## src/rtl/bvashr_cmp_inv_solver_if.sv

```systemverilog
// Query/result handshake bundle for bvashr_cmp_inv_solver.
//   slave  : engine side (accepts queries, produces results)
//   master : requester side (issues queries, consumes results)
// Signals:
//   in_valid/in_ready        query handshake; in_s, in_t, in_mode query operands
//   abort                    abandon the scan in progress
//   out_valid/out_ready      result handshake; out_x, out_found, out_iters result
interface bvashr_cmp_inv_solver_if #(
  parameter int unsigned W     = 4,
  parameter int unsigned CNT_W = W + 1
);
  logic             in_valid;
  logic             in_ready;
  logic [W-1:0]     in_s;
  logic [W-1:0]     in_t;
  logic [1:0]       in_mode;
  logic             abort;
  logic             out_valid;
  logic             out_ready;
  logic [W-1:0]     out_x;
  logic             out_found;
  logic [CNT_W-1:0] out_iters;

  modport slave (
    input  in_valid, in_s, in_t, in_mode, abort, out_ready,
    output in_ready, out_valid, out_x, out_found, out_iters
  );

  modport master (
    output in_valid, in_s, in_t, in_mode, abort, out_ready,
    input  in_ready, out_valid, out_x, out_found, out_iters
  );
endinterface

```

## src/rtl/bvashr_cmp_inv_solver.sv

```systemverilog
// Sequential witness search for "find x with cmp(x >>a s, t)", cmp one of
// SLE/SLT/SGE/SGT (in_mode 0..3). Scans all 2^W candidates starting at a seed and
// reports the first one satisfying the predicate, or found=0 if none exists.
// Ports:
//   clk, rst_n  clock and synchronous active-low reset
//   bus         slave side of bvashr_cmp_inv_solver_if (query, abort, result)
// Build option:
//   SKOLEM_EXTREMAL_SEED_EN  seed with signed MIN (SLE/SLT) or signed MAX (SGE/SGT)
//                            so the closed-form witness is tried first; otherwise
//                            the scan starts at 0.
module bvashr_cmp_inv_solver #(
  parameter int unsigned W     = 4,
  parameter int unsigned CNT_W = W + 1
) (
  input logic                   clk,
  input logic                   rst_n,
  bvashr_cmp_inv_solver_if.slave bus
);

  localparam logic [1:0] StIdle = 2'd0;
  localparam logic [1:0] StEval = 2'd1;
  localparam logic [1:0] StDone = 2'd2;

  localparam logic [W-1:0]     ShLimit = W'(W);
  localparam logic [W-1:0]     MinVal  = {1'b1, {(W-1){1'b0}}};
  localparam logic [W-1:0]     MaxVal  = ~MinVal;
  localparam logic [CNT_W-1:0] LastCnt = CNT_W'((1 << W) - 1);
  localparam logic [CNT_W-1:0] FullCnt = CNT_W'(1 << W);

  logic [1:0]       state_q, state_d;
  logic [W-1:0]     s_q, s_d;
  logic [W-1:0]     t_q, t_d;
  logic [1:0]       mode_q, mode_d;
  logic [W-1:0]     cand_q, cand_d;
  logic [CNT_W-1:0] cnt_q, cnt_d;
  logic             valid_q, valid_d;
  logic [W-1:0]     x_q, x_d;
  logic             found_q, found_d;
  logic [CNT_W-1:0] iters_q, iters_d;

  logic [W-1:0]        seed;
  logic signed [W-1:0] shifted;
  logic                pred;

  always_comb begin
`ifdef SKOLEM_EXTREMAL_SEED_EN
    // SGE/SGT have mode bit 1 set; the extremal value is the canonical witness.
    seed = bus.in_mode[1] ? MaxVal : MinVal;
`else
    seed = '0;
`endif
  end

  // Shift amounts of W or more saturate to all sign bits.
  always_comb begin
    if (s_q >= ShLimit) begin
      shifted = {W{cand_q[W-1]}};
    end else begin
      shifted = $signed(cand_q) >>> s_q;
    end
  end

  always_comb begin
    case (mode_q)
      2'd0:    pred = (shifted <= $signed(t_q));
      2'd1:    pred = (shifted <  $signed(t_q));
      2'd2:    pred = (shifted >= $signed(t_q));
      default: pred = (shifted >  $signed(t_q));
    endcase
  end

  always_comb begin
    state_d = state_q;
    s_d     = s_q;
    t_d     = t_q;
    mode_d  = mode_q;
    cand_d  = cand_q;
    cnt_d   = cnt_q;
    valid_d = valid_q;
    x_d     = x_q;
    found_d = found_q;
    iters_d = iters_q;
    case (state_q)
      StIdle: begin
        if (bus.in_valid) begin
          s_d     = bus.in_s;
          t_d     = bus.in_t;
          mode_d  = bus.in_mode;
          cand_d  = seed;
          cnt_d   = '0;
          state_d = StEval;
        end
      end
      StEval: begin
        if (bus.abort) begin
          state_d = StIdle;
        end else if (pred) begin
          x_d     = cand_q;
          found_d = 1'b1;
          iters_d = cnt_q + CNT_W'(1);
          state_d = StDone;
        end else if (cnt_q == LastCnt) begin
          x_d     = '0;
          found_d = 1'b0;
          iters_d = FullCnt;
          state_d = StDone;
        end else begin
          cand_d = cand_q + W'(1);
          cnt_d  = cnt_q + CNT_W'(1);
        end
      end
      StDone: begin
        // First DONE cycle publishes the registered result; out_valid follows.
        if (!valid_q) begin
          valid_d = 1'b1;
        end else if (bus.out_ready) begin
          valid_d = 1'b0;
          state_d = StIdle;
        end
      end
      default: state_d = StIdle;
    endcase
  end

  always_ff @(posedge clk) begin
    if (!rst_n) begin
      state_q <= StIdle;
      s_q     <= '0;
      t_q     <= '0;
      mode_q  <= '0;
      cand_q  <= '0;
      cnt_q   <= '0;
      valid_q <= 1'b0;
      x_q     <= '0;
      found_q <= 1'b0;
      iters_q <= '0;
    end else begin
      state_q <= state_d;
      s_q     <= s_d;
      t_q     <= t_d;
      mode_q  <= mode_d;
      cand_q  <= cand_d;
      cnt_q   <= cnt_d;
      valid_q <= valid_d;
      x_q     <= x_d;
      found_q <= found_d;
      iters_q <= iters_d;
    end
  end

  assign bus.in_ready  = (state_q == StIdle);
  assign bus.out_valid = valid_q;
  assign bus.out_x     = x_q;
  assign bus.out_found = found_q;
  assign bus.out_iters = iters_q;

endmodule

```

## src/flat_wrapper.sv

```systemverilog
// flat-port wrapper written by rule: the top's interface ports become plain ports
module bvashr_cmp_inv_solver_flat 
#(
  parameter int unsigned W     = 4,
  parameter int unsigned CNT_W = W + 1
)
  (clk, rst_n, bus_in_valid, bus_in_s, bus_in_t, bus_in_mode, bus_abort, bus_out_ready, bus_in_ready, bus_out_valid, bus_out_x, bus_out_found, bus_out_iters);
  bvashr_cmp_inv_solver_if #(.W(W), .CNT_W(CNT_W)) bus_i ();
  input logic clk;
  input logic rst_n;
  input wire logic [$bits(bus_i.in_valid)-1:0] bus_in_valid;
  input wire logic [$bits(bus_i.in_s)-1:0] bus_in_s;
  input wire logic [$bits(bus_i.in_t)-1:0] bus_in_t;
  input wire logic [$bits(bus_i.in_mode)-1:0] bus_in_mode;
  input wire logic [$bits(bus_i.abort)-1:0] bus_abort;
  input wire logic [$bits(bus_i.out_ready)-1:0] bus_out_ready;
  output wire logic [$bits(bus_i.in_ready)-1:0] bus_in_ready;
  output wire logic [$bits(bus_i.out_valid)-1:0] bus_out_valid;
  output wire logic [$bits(bus_i.out_x)-1:0] bus_out_x;
  output wire logic [$bits(bus_i.out_found)-1:0] bus_out_found;
  output wire logic [$bits(bus_i.out_iters)-1:0] bus_out_iters;
  assign bus_i.in_valid = bus_in_valid;
  assign bus_i.in_s = bus_in_s;
  assign bus_i.in_t = bus_in_t;
  assign bus_i.in_mode = bus_in_mode;
  assign bus_i.abort = bus_abort;
  assign bus_i.out_ready = bus_out_ready;
  assign bus_in_ready = bus_i.in_ready;
  assign bus_out_valid = bus_i.out_valid;
  assign bus_out_x = bus_i.out_x;
  assign bus_out_found = bus_i.out_found;
  assign bus_out_iters = bus_i.out_iters;
  bvashr_cmp_inv_solver #(.W(W), .CNT_W(CNT_W)) u_core (.clk(clk), .rst_n(rst_n), .bus(bus_i));
endmodule
```

## config.mk

```make
export PLATFORM = sky130hd
export DESIGN_NAME = bvashr_cmp_inv_solver_flat
export DESIGN_NICKNAME = d
export VERILOG_FILES = /design/src/rtl/bvashr_cmp_inv_solver_if.sv /design/src/rtl/bvashr_cmp_inv_solver.sv /design/src/flat_wrapper.sv
export SDC_FILE = /design/constraint.sdc
export NUM_CORES = 1
export LEC_CHECK = 0
export ABC_AREA = 1
export CAP_MARGIN = 0
export CORE_MARGIN = 10
export CORE_UTILIZATION = 60
export CTS_BUF_LIST = sky130_fd_sc_hd__clkbuf_16
export CTS_CLUSTER_DIAMETER = 150
export DETAILED_ROUTE_END_ITERATION = 12
export DONT_BUFFER_PORTS = 1
export PLACE_DENSITY = 0.76
export SYNTH_ARGS = -nofsm -noshare
export SYNTH_HDL_FRONTEND = slang
export SYNTH_SLANG_ARGS = --single-unit
```

## constraint.sdc

```tcl
create_clock -name clk -period 2.4 [get_ports clk]
set_input_delay 0.24 -clock clk [delete_from_list [all_inputs] [get_ports clk]]
set_output_delay 0.24 -clock clk [all_outputs]
set_load 0.02 [all_outputs]
```

After elaboration in Yosys (flattened, before gate mapping)
Index checks and enable logic that the tools add are counted.
{"block": "totals", "reg_bits": 32, "out_inout_bits": 12, "in_bits": 15}
{"block": "op_classes", "order_cmp": 5, "n_shift": 1, "bitwise_logic": 1, "eq_ne": 12, "n_mux": 27, "n_addsub": 2, "reduce_logical": 8}
{"cell": "5-bit two-way mux", "n": 6}
{"cell": "4-bit two-way mux", "n": 7}
{"cell": "2-bit two-way mux", "n": 6}
{"cell": "2-bit != test (second input constant)", "n": 5}
{"cell": "5-bit one-hot mux with 2 select lines", "n": 1}
{"cell": "4-bit one-hot mux with 2 select lines", "n": 1}
{"cell": "2-bit one-hot mux with 3 select lines", "n": 1}
{"cell": "5-bit by 1-bit adder with 5-bit output (second input constant)", "n": 1}
{"cell": "5-bit by 4-bit == test with 1-bit output (second input constant)", "n": 1}
{"cell": "5-bit AND reduction", "n": 1}
{"cell": "4-bit by 1-bit adder with 4-bit output (second input constant)", "n": 1}
{"cell": "2-bit by 1-bit == test with 1-bit output (second input constant)", "n": 2}
{"cell": "2-bit == test (second input constant)", "n": 2}
{"cell": "4-bit by 3-bit greater-or-equal comparator with 1-bit output (second input constant)", "n": 1}
{"cell": "4-bit greater-or-equal comparator", "n": 1}
{"cell": "4-bit > comparator", "n": 1}
{"cell": "4-bit less-or-equal comparator", "n": 1}
{"cell": "2-bit logical NOT", "n": 2}
{"cell": "4-bit < comparator", "n": 1}
{"cell": "1-bit two-way mux", "n": 4}
{"cell": "4-bit by 2-bit != test with 1-bit output (second input constant)", "n": 1}
{"cell": "4-bit AND reduction", "n": 1}
{"cell": "2-bit nonzero test", "n": 2}
{"cell": "4-bit by 4-bit >>> shifter with 4-bit output", "n": 1}
{"cell": "5 further kinds", "n": 5}

Depth between registers and ports, before layout
Gate-level depths: netlist of run 1.
{"block": "logic_depth", "ltp_word": 7, "ltp_mapped": 20, "depth_no_buf": 20}

Worst setup path after synthesis of run 1
No wires, ideal clock.
{"block": "synth_path", "path_kind": "register to register", "startpoint": "reg u_core.cand_q[3]", "endpoint": "reg u_core.cnt_q[2]", "path_stages_with_launch": 17, "setup_ns": 0.115, "n_path_buf": 1, "period_less_slack_ns": 2.222, "path_slack_ns": 0.178, "t_arrival_ns": 2.107, "path_cell_list": "dfxtp_1 -> nand2_1 -> a21boi_0 -> nand2_1 -> o21ai_0 -> inv_1 -> nand2_1 -> o21ai_0 -> ha_1 -> nand3_1 -> nand3_2 -> nand2_2 -> a21oi_2 -> nand4_2 -> buf_6 -> a21oi_1 -> nor2_1"}
{"block": "synth_between", "elab_chain_cells": 6, "word_cells_on_any_way": 9, "cone_classes": "order compare (4); eq/ne (1); shift (1); mux (2); reduce/logical (1)"}
{"element": "from (decl)", "line": "bvashr_cmp_inv_solver.sv:34", "source": "logic [W-1:0] cand_q, cand_d;"}
{"element": "from (signal assigned)", "line": "bvashr_cmp_inv_solver.sv:142", "source": "cand_q <= cand_d;"}
{"element": "4-bit by 4-bit >>> shifter with 4-bit output", "line": "bvashr_cmp_inv_solver.sv:59", "source": "shifted = $signed(cand_q) >>> s_q;"}
{"element": "4-bit two-way mux *", "line": "bvashr_cmp_inv_solver.sv:56", "source": "if (s_q >= ShLimit) begin"}
{"element": "4-bit > comparator, or another cell as far along", "line": "bvashr_cmp_inv_solver.sv:68", "source": "default: pred = (shifted > $signed(t_q));"}
{"element": "1-bit one-hot mux with 3 select lines *", "line": "bvashr_cmp_inv_solver.sv:64", "source": "case (mode_q)"}
{"element": "2-bit != test (no line) *"}
{"element": "5-bit AND reduction (no line) *"}
{"element": "to (signal assigned)", "line": "bvashr_cmp_inv_solver.sv:143", "source": "cnt_q <= cnt_d;"}
{"element": "to (decl)", "line": "bvashr_cmp_inv_solver.sv:35", "source": "logic [CNT_W-1:0] cnt_q, cnt_d;"}
Mark *: on every way between the ends. The rest lies on a longest branch, timed or not.
A chain may end at the register's enable or synchronous reset.

Final worst setup path of run 1
{"block": "layout_path", "startpoint": "reg u_core.s_q[3]", "endpoint": "reg u_core.iters_q[3] (netlist: u_core.bus.out_iters[3])"}
{"block": "layout_between", "elab_chain_cells": 6, "word_cells_on_any_way": 11, "cone_classes": "order compare (5); shift (1); mux (3); reduce/logical (2)"}
{"element": "from (decl)", "line": "bvashr_cmp_inv_solver.sv:31", "source": "logic [W-1:0] s_q, s_d;"}
{"element": "from (signal assigned)", "line": "bvashr_cmp_inv_solver.sv:128", "source": "s_q <= '0;"}
{"element": "from (signal assigned)", "line": "bvashr_cmp_inv_solver.sv:139", "source": "s_q <= s_d;"}
{"element": "4-bit by 3-bit greater-or-equal comparator with 1-bit output or 4-bit by 4-bit >>> shifter with 4-bit output (tied branches)", "line": "bvashr_cmp_inv_solver.sv:56, bvashr_cmp_inv_solver.sv:59"}
{"element": "4-bit two-way mux *", "line": "bvashr_cmp_inv_solver.sv:56"}
{"element": "4-bit > comparator, or another cell as far along", "line": "bvashr_cmp_inv_solver.sv:68"}
{"element": "1-bit one-hot mux with 3 select lines *", "line": "bvashr_cmp_inv_solver.sv:64"}
{"element": "2-bit nonzero test (no line)"}
{"element": "3-bit AND reduction (no line)"}
{"element": "to (signal assigned)", "line": "bvashr_cmp_inv_solver.sv:147", "source": "iters_q <= iters_d;"}
{"element": "to (decl)", "line": "bvashr_cmp_inv_solver.sv:39", "source": "logic [CNT_W-1:0] iters_q, iters_d;"}
Marked as above.

==> impl_metrics.prom, run 1 <==
# TYPE chip_impl_metric gauge
chip_impl_metric{name="asyncSetResetFlopFracSynth",unit="%"} 0
chip_impl_metric{name="ir_drop",unit="mV"} 0.788
chip_impl_metric{name="tritoncts_num_sinks",unit=""} 32
chip_impl_metric{name="pwrdens",unit="nW/um^2"} 773
chip_impl_metric{name="synth_warnings",unit=""} 0
chip_impl_metric{name="finalMaxSlewViolations",unit=""} 0
chip_impl_metric{name="layout_cells_excl_fill",unit=""} 257
chip_impl_info{name="ctsRootBufferMaster",value="sky130_fd_sc_hd__clkbuf_16"} 1
chip_impl_metric{name="antenna_found_initial",unit=""} 0
chip_impl_metric{name="post_dr_vias_cell",unit=""} 5.80
chip_impl_metric{name="fin_worst_hold_slack",unit="ps"} 84.8
chip_impl_metric{name="die_height",unit="um"} 71.2
chip_impl_metric{name="drive_gt1_share",unit="%"} 28.6
chip_impl_metric{name="cp_data_required_time",unit="ps"} 2600
chip_impl_info{name="ys.flop_type",value="sky130_fd_sc_hd__dfxtp_1"} 1
chip_impl_info{name="reg_to_reg_critical_path_startpoint",value="u_core.s_q[3]"} 1
chip_impl_info{name="status",value="complete, but fails checks"} 1
chip_impl_metric{name="cts-root-to-sink-buffers",unit=""} 2
chip_impl_metric{name="placeableCoreArea",unit="um^2"} 2500
chip_impl_info{name="hold-path-endpoint",value="u_core.cand_q[1]"} 1
chip_impl_metric{name="globalRouteTotalUtil",unit="%"} 15.1
chip_impl_metric{name="die_w",unit="um"} 71.2
chip_impl_metric{name="overflow",unit=""} 0
chip_impl_metric{name="mappedNetlistNets",unit=""} 236
chip_impl_metric{name="pin_count_of_the_biggest_net_entering_global_routing",unit=""} 31
chip_impl_metric{name="synthDistinctLibCells",unit=""} 28
chip_impl_metric{name="dieArea",unit="um^2"} 5070
chip_impl_info{name="worstPathCellList",value="buf_4 -> nor3_2 -> buf_4 -> nand2_1 -> o21ai_0 -> a31oi_1 -> ha_1 -> inv_1 -> nand3_2 -> nand3_2 -> nand2_2 -> a21oi_4 -> nand2_4 -> o21ai_4 -> nand2_1 -> a21oi_2"} 1
chip_impl_info{name="violations",value="setup timing"} 1
chip_impl_info{name="r2r-end",value="u_core.bus.out_iters[3]"} 1
chip_impl_metric{name="cts.clk_slew.worst_paths",unit="ps"} 50
chip_impl_metric{name="nets",unit=""} 248
chip_impl_info{name="critPathLaunchType",value="flip-flop"} 1
chip_impl_metric{name="antenna_violating_nets_post_route",unit=""} 0
chip_impl_metric{name="synth-seq-cells",unit=""} 32
chip_impl_info{name="biggest_area_consumer_among_synthesized_cells",value="sky130_fd_sc_hd__dfxtp_1"} 1
chip_impl_metric{name="max_cap_violations",unit=""} 0
chip_impl_metric{name="timing.critical_path.arrival",unit="ps"} 2640
chip_impl_metric{name="worst_slew_pin_slew",unit="ps"} 582
chip_impl_metric{name="cts_hold_buffers",unit=""} 0
chip_impl_info{name="path_class",value="reg2reg"} 1
chip_impl_metric{name="post_synth.cell_area_avg",unit="um^2"} 7.36
chip_impl_metric{name="num_antenna_cells",unit=""} 0
chip_impl_metric{name="via_count",unit=""} 1491
chip_impl_metric{name="gp_congestion",unit=""} 0.773
chip_impl_metric{name="wl_per_cell",unit="um"} 17.2
chip_impl_metric{name="num_rows",unit=""} 18
chip_impl_metric{name="clock_skew",unit="ps"} 5.09
chip_impl_metric{name="synth-edff-count",unit=""} 0
chip_impl_metric{name="cp_slowest_stage_delay",unit="ps"} 360
chip_impl_metric{name="dpl_cell_area",unit="um^2"} 1630
chip_impl_info{name="rsz0062_at_grt",value="yes"} 1
chip_impl_info{name="timing.critical_path.to_type",value="flip-flop"} 1
chip_impl_info{name="synth_common_cells",value="48 x sky130_fd_sc_hd__nand2_1, 32 x sky130_fd_sc_hd__dfxtp_1, 25 x sky130_fd_sc_hd__a21oi_1"} 1
chip_impl_metric{name="syn_to_layout_area_delta",unit="%"} 26.2
chip_impl_info{name="timing.hold.worst.class",value="in2reg"} 1
chip_impl_metric{name="synthesized_instance_count",unit=""} 214
chip_impl_metric{name="timing.slew.headroom",unit="%"} 61.1
chip_impl_metric{name="ys_seq_area_share",unit="%"} 40.7
chip_impl_metric{name="clock.fmax",unit="MHz"} 411
chip_impl_info{name="hp-start",value="rst_n"} 1
chip_impl_metric{name="rrSetupSlack",unit="ps"} -30
chip_impl_metric{name="detail_route.drc_violations",unit=""} 0
chip_impl_metric{name="min_path_cells",unit=""} 2
chip_impl_metric{name="wire_length_of_the_first_global_routing_pass",unit="um"} 6290
chip_impl_info{name="synth.area.top_cells",value="sky130_fd_sc_hd__dfxtp_1 41%, sky130_fd_sc_hd__nand2_1 11%, sky130_fd_sc_hd__a21oi_1 7.9%"} 1
chip_impl_metric{name="io_buffers",unit=""} 0
chip_impl_metric{name="synth.top_cell.area_share",unit="%"} 40.7
chip_impl_metric{name="dp_hpwl",unit="um"} 2530
chip_impl_metric{name="critical_path_peak_fanout",unit=""} 6
chip_impl_metric{name="clock_latency_on_the_worst_skew_pair",unit="ps"} 280
chip_impl_metric{name="synth.cell_area",unit="um^2"} 1570
chip_impl_metric{name="ioPinCount",unit=""} 27
chip_impl_metric{name="setup_failing_eps_final",unit=""} 4
chip_impl_metric{name="dp.cells",unit=""} 244
chip_impl_metric{name="first_global_vias",unit=""} 1370
chip_impl_metric{name="power_leakage",unit="nW"} 0.804
chip_impl_metric{name="initial_utilization",unit="%"} 63.0
chip_impl_metric{name="h_tree_lvls",unit=""} 2
chip_impl_metric{name="final_hold_violating_endpoints",unit=""} 0
chip_impl_metric{name="tritoncts_buffer_count",unit=""} 5
chip_impl_metric{name="final_min_period_over_clock_period",unit="%"} 101
chip_impl_metric{name="fin_area",unit="um^2"} 1990
chip_impl_info{name="synth_most_common_cell",value="sky130_fd_sc_hd__nand2_1"} 1
chip_impl_metric{name="detail_route.iter0.violations",unit=""} 144
chip_impl_metric{name="wirelength",unit="um"} 4430
chip_impl_info{name="tritoncts_clock_tree",value="done"} 1
chip_impl_metric{name="drt_pass1_iterations",unit=""} 4
chip_impl_metric{name="fillerInstances",unit=""} 157
chip_impl_metric{name="period_minus_slack",unit="ps"} 2430
chip_impl_info{name="crit_slowest_cell",value="sky130_fd_sc_hd__dfxtp_4"} 1
chip_impl_metric{name="timing.final.ws_setup",unit="ps"} -33.3
chip_impl_metric{name="r2r.worst_path.cells",unit=""} 16
[metrics by stage]
stage               setup slack [ps]  setup TNS (ps)  utilization [%]  total power, W
floorplan                        178               0                -        0.000790
global placement                20.5               0             65.3        0.000827
detailed placement              -174           -1600             65.3        0.000839
CTS                             38.2               0             72.1         0.00145
global route                    -217           -2870             79.5         0.00159
finish                         -33.3           -53.5             79.5         0.00154
[layer usage]
| layer | global-route usage [%] | share of wire [%] | vias to the layer above |
|---|---|---|---|
| li1 | - | - | 722 |
| met1 | 15.9 | 39 | 693 |
| met2 | 26.7 | 52 | 59 |
| met3 | 4.96 | 6.0 | 17 |
| met4 | 6.45 | 3.0 | 0 |
| met5 | 0 | 0 | - |
[cell families after synthesis]
family / after synthesis / share of synthesized area, %
flops: 32 / 40.7
buf+inv: 32 / 8.74
fa+ha+maj: 7 / 5.56
xor+xnor: 4 / 2.23
compound gates: 49 / 17.3
simple gates: 90 / 25.5
[how the worst max path moves through the flow]
| stage | start | slack, ps | endpoint | depth (start not counted) |
|---|---|---|---|---|
| 2_1_floorplan | u_core.cand_q[3] | 180 | u_core.cnt_q[2] | 16 |
| 6_report | u_core.s_q[3] | -30 | u_core.bus.out_iters[3] | 16 |
| 5_1_grt | u_core.s_q[3] | -220 | u_core.bus.out_x[0] | 14 |
| 3_3_place_gp | u_core.s_q[3] | 20 | u_core.bus.out_iters[1] | 16 |
| 4_1_cts | u_core.s_q[3] | 40 | u_core.cand_q[2] | 17 |
| 3_5_place_dp | u_core.s_q[3] | -170 | u_core.bus.out_x[1] | 16 |
[worst max-delay path, delay by kind of cell, from the launching register on]
kind                     cells  cell delay [ps]
AO/OA/AOI/OAI                5              790
buffers and inverters        3              360
flip-flops                   1              360
adder cells (fa/ha/maj)      1              180
AND/OR/NAND/NOR              7              650
[layout by cell type, fill, tap and decap left out, types with 3 or more instances in the layout]
| cell | Yosys | final |
|---|---|---|
| sky130_fd_sc_hd__xor2_1 | 3 | 3 |
| sky130_fd_sc_hd__nor2_2 | 1 | 3 |
| sky130_fd_sc_hd__o21ai_0 | 15 | 12 |
| sky130_fd_sc_hd__nand2_4 | 0 | 4 |
| sky130_fd_sc_hd__a21oi_2 | 3 | 10 |
| sky130_fd_sc_hd__nor2_1 | 22 | 20 |
| sky130_fd_sc_hd__buf_4 | 0 | 8 |
| sky130_fd_sc_hd__ha_1 | 7 | 7 |
| sky130_fd_sc_hd__inv_2 | 3 | 4 |
| sky130_fd_sc_hd__a21oi_1 | 25 | 17 |
| sky130_fd_sc_hd__nand2_2 | 1 | 8 |
| sky130_fd_sc_hd__nand2_1 | 48 | 37 |
| sky130_fd_sc_hd__nand3_2 | 3 | 4 |
| sky130_fd_sc_hd__clkbuf_16 | 0 | 6 |
| sky130_fd_sc_hd__dfxtp_1 | 32 | 30 |
| sky130_fd_sc_hd__inv_1 | 22 | 19 |
| sky130_fd_sc_hd__nand3_1 | 8 | 7 |
[timing repair]
item | in CTS | in global routing
gates resized for setup | 5 | 46
setup endpoints to repair | 15 | 21
gates cloned | 1 | 2
setup buffers | 0 | 2
pin swaps | 1 | 19
[report_power, final]
group,switching [W],internal [W]
clock network,0.000231,0.000376
logic,0.000206,0.000119
registers,0.0000362,0.000568
total,0.000473,0.00106
[layout make-up]
cell class / instances / area [um^2] / area share (%)
Multi-Input combinational cell: 151 / 951 / 47.9
Timing Repair inverter: 1 / 7.51 / 0.378
Clock buffer: 5 / 125 / 6.30
Inverter: 25 / 101 / 5.10
Sequential cell: 32 / 646 / 32.5
Timing Repair Buffer: 10 / 105 / 5.29
Clock inverter: 3 / 13.8 / 0.693
Tap cell: 30 / 37.5 / 1.89
[registers in the layout, indices dropped and copies added, names as in the netlist]
signal / count
u_core.bus.out_iters: 5
u_core.s_q: 4
u_core.cand_q: 4
u_core.bus.out_found: 1
u_core.bus.out_valid: 1
u_core.cnt_q: 5
u_core.state_q: 2
u_core.bus.out_x: 4
u_core.t_q: 4
u_core.mode_q: 2
(Power assumes the default switching activity.)
==> run 2, diff against run 1 <==
CTS_BUF_LIST = sky130_fd_sc_hd__clkbuf_2 sky130_fd_sc_hd__clkbuf_4 sky130_fd_sc_hd__clkbuf_8   (was sky130_fd_sc_hd__clkbuf_16)
clock period = 2.3 ns   (was 2.4 ns; I/O delays follow)
==> impl_metrics.prom, run 2 (synthesized netlist as in run 1, its figures left out) <==
# TYPE chip_impl_metric gauge
chip_impl_info{name="status",value="complete, but fails checks"} 1
chip_impl_info{name="violations",value="hold timing, setup timing"} 1
chip_impl_metric{name="wire_length_of_the_first_global_routing_pass",unit="um"} 6110
chip_impl_metric{name="timing.slew.headroom",unit="%"} 56.7
chip_impl_metric{name="dieArea",unit="um^2"} 5070
chip_impl_metric{name="initial_utilization",unit="%"} 63.0
chip_impl_metric{name="r2r.worst_path.cells",unit=""} 16
chip_impl_metric{name="cp_slowest_stage_delay",unit="ps"} 350
chip_impl_metric{name="fin_tns_setup",unit="ps"} -852
chip_impl_metric{name="tritoncts_num_sinks",unit=""} 32
chip_impl_metric{name="post_dr_vias_cell",unit=""} 5.61
chip_impl_metric{name="fillerInstances",unit=""} 189
chip_impl_info{name="tritoncts_clock_tree",value="done"} 1
chip_impl_metric{name="detail_route.iter0.violations",unit=""} 74
chip_impl_metric{name="cts.clk_slew.worst_paths",unit="ps"} 90
chip_impl_metric{name="pin_count_of_the_biggest_net_entering_global_routing",unit=""} 18
chip_impl_metric{name="clock_latency_on_the_worst_skew_pair",unit="ps"} 350
chip_impl_metric{name="num_rows",unit=""} 18
chip_impl_metric{name="num_antenna_cells",unit=""} 0
chip_impl_metric{name="detail_route.drc_violations",unit=""} 0
chip_impl_metric{name="syn_to_layout_area_delta",unit="%"} 24.0
chip_impl_metric{name="antenna_violating_nets_post_route",unit=""} 0
chip_impl_metric{name="wl_per_cell",unit="um"} 15.7
chip_impl_metric{name="overflow",unit=""} 0
chip_impl_metric{name="max_cap_violations",unit=""} 0
chip_impl_info{name="worstPathCellList",value="nand2_2 -> a21boi_4 -> buf_4 -> nand2_1 -> nand3_1 -> o21ai_0 -> ha_1 -> nand3_2 -> nand3_2 -> nand2_2 -> a21oi_4 -> nand2_2 -> o21ai_4 -> buf_6 -> nand2_2 -> a21oi_2"} 1
chip_impl_metric{name="cell_internal_power",unit="W"} 0.000894
chip_impl_metric{name="switching_share",unit="%"} 32.2
chip_impl_metric{name="p_comb_share",unit="%"} 25.1
chip_impl_metric{name="fin_worst_hold_slack",unit="ps"} -16.8
chip_impl_info{name="path_class",value="reg2reg"} 1
chip_impl_metric{name="clkPwrFrac",unit="%"} 27.5
chip_impl_metric{name="placeableCoreArea",unit="um^2"} 2500
chip_impl_info{name="layout_commonest_cell",value="sky130_fd_sc_hd__nand2_1"} 1
chip_impl_info{name="rsz0062_at_grt",value="yes"} 1
chip_impl_metric{name="period_minus_slack",unit="ps"} 2410
chip_impl_metric{name="critical_path_peak_fanout",unit=""} 6
chip_impl_metric{name="worst_slew_pin_slew",unit="ps"} 649
chip_impl_metric{name="first_global_vias",unit=""} 1359
chip_impl_metric{name="die_height",unit="um"} 71.2
chip_impl_metric{name="via_count",unit=""} 1452
chip_impl_metric{name="drt_pass1_iterations",unit=""} 4
chip_impl_info{name="ctsRootBufferMaster",value="sky130_fd_sc_hd__clkbuf_4"} 1
chip_impl_metric{name="pwrdens",unit="nW/um^2"} 676
chip_impl_metric{name="power_leakage",unit="nW"} 0.786
chip_impl_metric{name="clock.fmax",unit="MHz"} 414
chip_impl_metric{name="antenna_found_initial",unit=""} 0
chip_impl_metric{name="h_tree_lvls",unit=""} 2
chip_impl_metric{name="setup_failing_eps_final",unit=""} 16
chip_impl_info{name="most-common-layout-cells",value="33 x sky130_fd_sc_hd__nand2_1, 29 x sky130_fd_sc_hd__dfxtp_1, 22 x sky130_fd_sc_hd__nor2_1"} 1
chip_impl_metric{name="wirelength",unit="um"} 4060
chip_impl_metric{name="gp_congestion",unit=""} 0.814
chip_impl_metric{name="cts_hold_buffers",unit=""} 0
chip_impl_metric{name="cp_data_required_time",unit="ps"} 2570
chip_impl_metric{name="clock_skew",unit="ps"} 8.90
chip_impl_metric{name="tritoncts_buffer_count",unit=""} 5
chip_impl_info{name="timing.hold.worst.class",value="in2reg"} 1
chip_impl_info{name="timing.critical_path.mode_cell",value="sky130_fd_sc_hd__nand2_2"} 1
chip_impl_metric{name="ioPinCount",unit=""} 27
chip_impl_metric{name="power_frac_seq",unit="%"} 47.5
chip_impl_metric{name="io_buffers",unit=""} 0
chip_impl_metric{name="dp_worst_setup_slack",unit="ps"} -131
chip_impl_metric{name="dp_hpwl",unit="um"} 2620
chip_impl_metric{name="power_switching",unit="W"} 0.000425
chip_impl_metric{name="globalRouteTotalUtil",unit="%"} 14.7
chip_impl_metric{name="nets",unit=""} 251
chip_impl_metric{name="ir_drop",unit="mV"} 0.587
chip_impl_info{name="critPathLaunchType",value="flip-flop"} 1
chip_impl_info{name="timing.critical_path.to_type",value="flip-flop"} 1
chip_impl_metric{name="timing.critical_path.arrival",unit="ps"} 2680
chip_impl_metric{name="die_w",unit="um"} 71.2
chip_impl_metric{name="min_path_cells",unit=""} 2
chip_impl_metric{name="cts-root-to-sink-buffers",unit=""} 2
chip_impl_metric{name="finalMaxSlewViolations",unit=""} 0
chip_impl_metric{name="final_hold_violating_endpoints",unit=""} 1
chip_impl_info{name="crit_slowest_cell",value="sky130_fd_sc_hd__ha_1"} 1
chip_impl_metric{name="timing.final.ws_setup",unit="ps"} -114
chip_impl_metric{name="final_min_period_over_clock_period",unit="%"} 105
chip_impl_metric{name="drive_gt1_share",unit="%"} 30.1
chip_impl_metric{name="rrSetupSlack",unit="ps"} -110
run 2: power by group through the flow:
stage / combinational, W / clock [W] / sequential (W)
after floorplan: 0.000193 / 0 / 0.000631
after global placement: 0.000234 / 0 / 0.000636
after detailed placement: 0.000245 / 0 / 0.000636
after CTS: 0.000284 / 0.000363 / 0.000625
after global routing: 0.000370 / 0.000387 / 0.000631
final: 0.000331 / 0.000362 / 0.000626
run 2: worst paths after layout:
kind                                       start                 endpoint
worst max register to register  u_core.cand_q[3]  u_core.bus.out_iters[3]
worst min register to register     u_core.t_q[1]            u_core.t_q[1]
worst max-delay path            u_core.cand_q[3]  u_core.bus.out_iters[3]
worst min-delay path                       rst_n         u_core.cand_q[1]
run 2: area by class of cell:
cell class	instances	area (um^2)	area share, %
Tap cell	30	37.5	1.92
Sequential cell	32	644	33.0
Multi-Input combinational cell	150	948	48.6
Inverter	25	106	5.45
Timing Repair Buffer	14	143	7.31
Clock buffer	7	65.1	3.33
Timing Repair inverter	1	7.51	0.385
run 2: per-layer routing:
| metal | up-vias | wire length, um | global-route usage, % | part of all wire (%) |
|---|---|---|---|---|
| met5 | - | 0 | 0 | 0 |
| met4 | 0 | 80 | 6.24 | 2.0 |
| met3 | 10 | 244 | 5.92 | 6.0 |
| met2 | 39 | 2100 | 25.0 | 52 |
| met1 | 679 | 1630 | 15.9 | 40 |
| li1 | 724 | - | - | - |
run 2: timing repair:
action / CTS / global route
endpoints found under the setup margin: 20 / 21
pin swaps: 10 / 16
buffers inserted: 1 / 1
resized for setup: 22 / 36
hold endpoints to repair: 0 / 1
cloned: 2 / 1
run 2: stage by stage:
step           instances  total power [W]  utilization [%]  hold WS, ps  area (um^2)
2_1_floorplan        214         0.000824                -          368         1570
3_3_place_gp         247         0.000869             66.2          356         1660
3_5_place_dp         247         0.000881             66.2          364         1660
4_1_cts              257          0.00127             72.7         5.66         1820
5_1_grt              259          0.00139             78.1        -9.02         1950
6_report             259          0.00132             78.1        -16.8         1950
run 2: worst max-delay path: cells and delay by family (launching register included):
kind,cells,cell delay (ps)
flops,1,340
fa+ha+maj,1,350
simple gates,8,590
compound gates,5,760
buf+inv,2,280
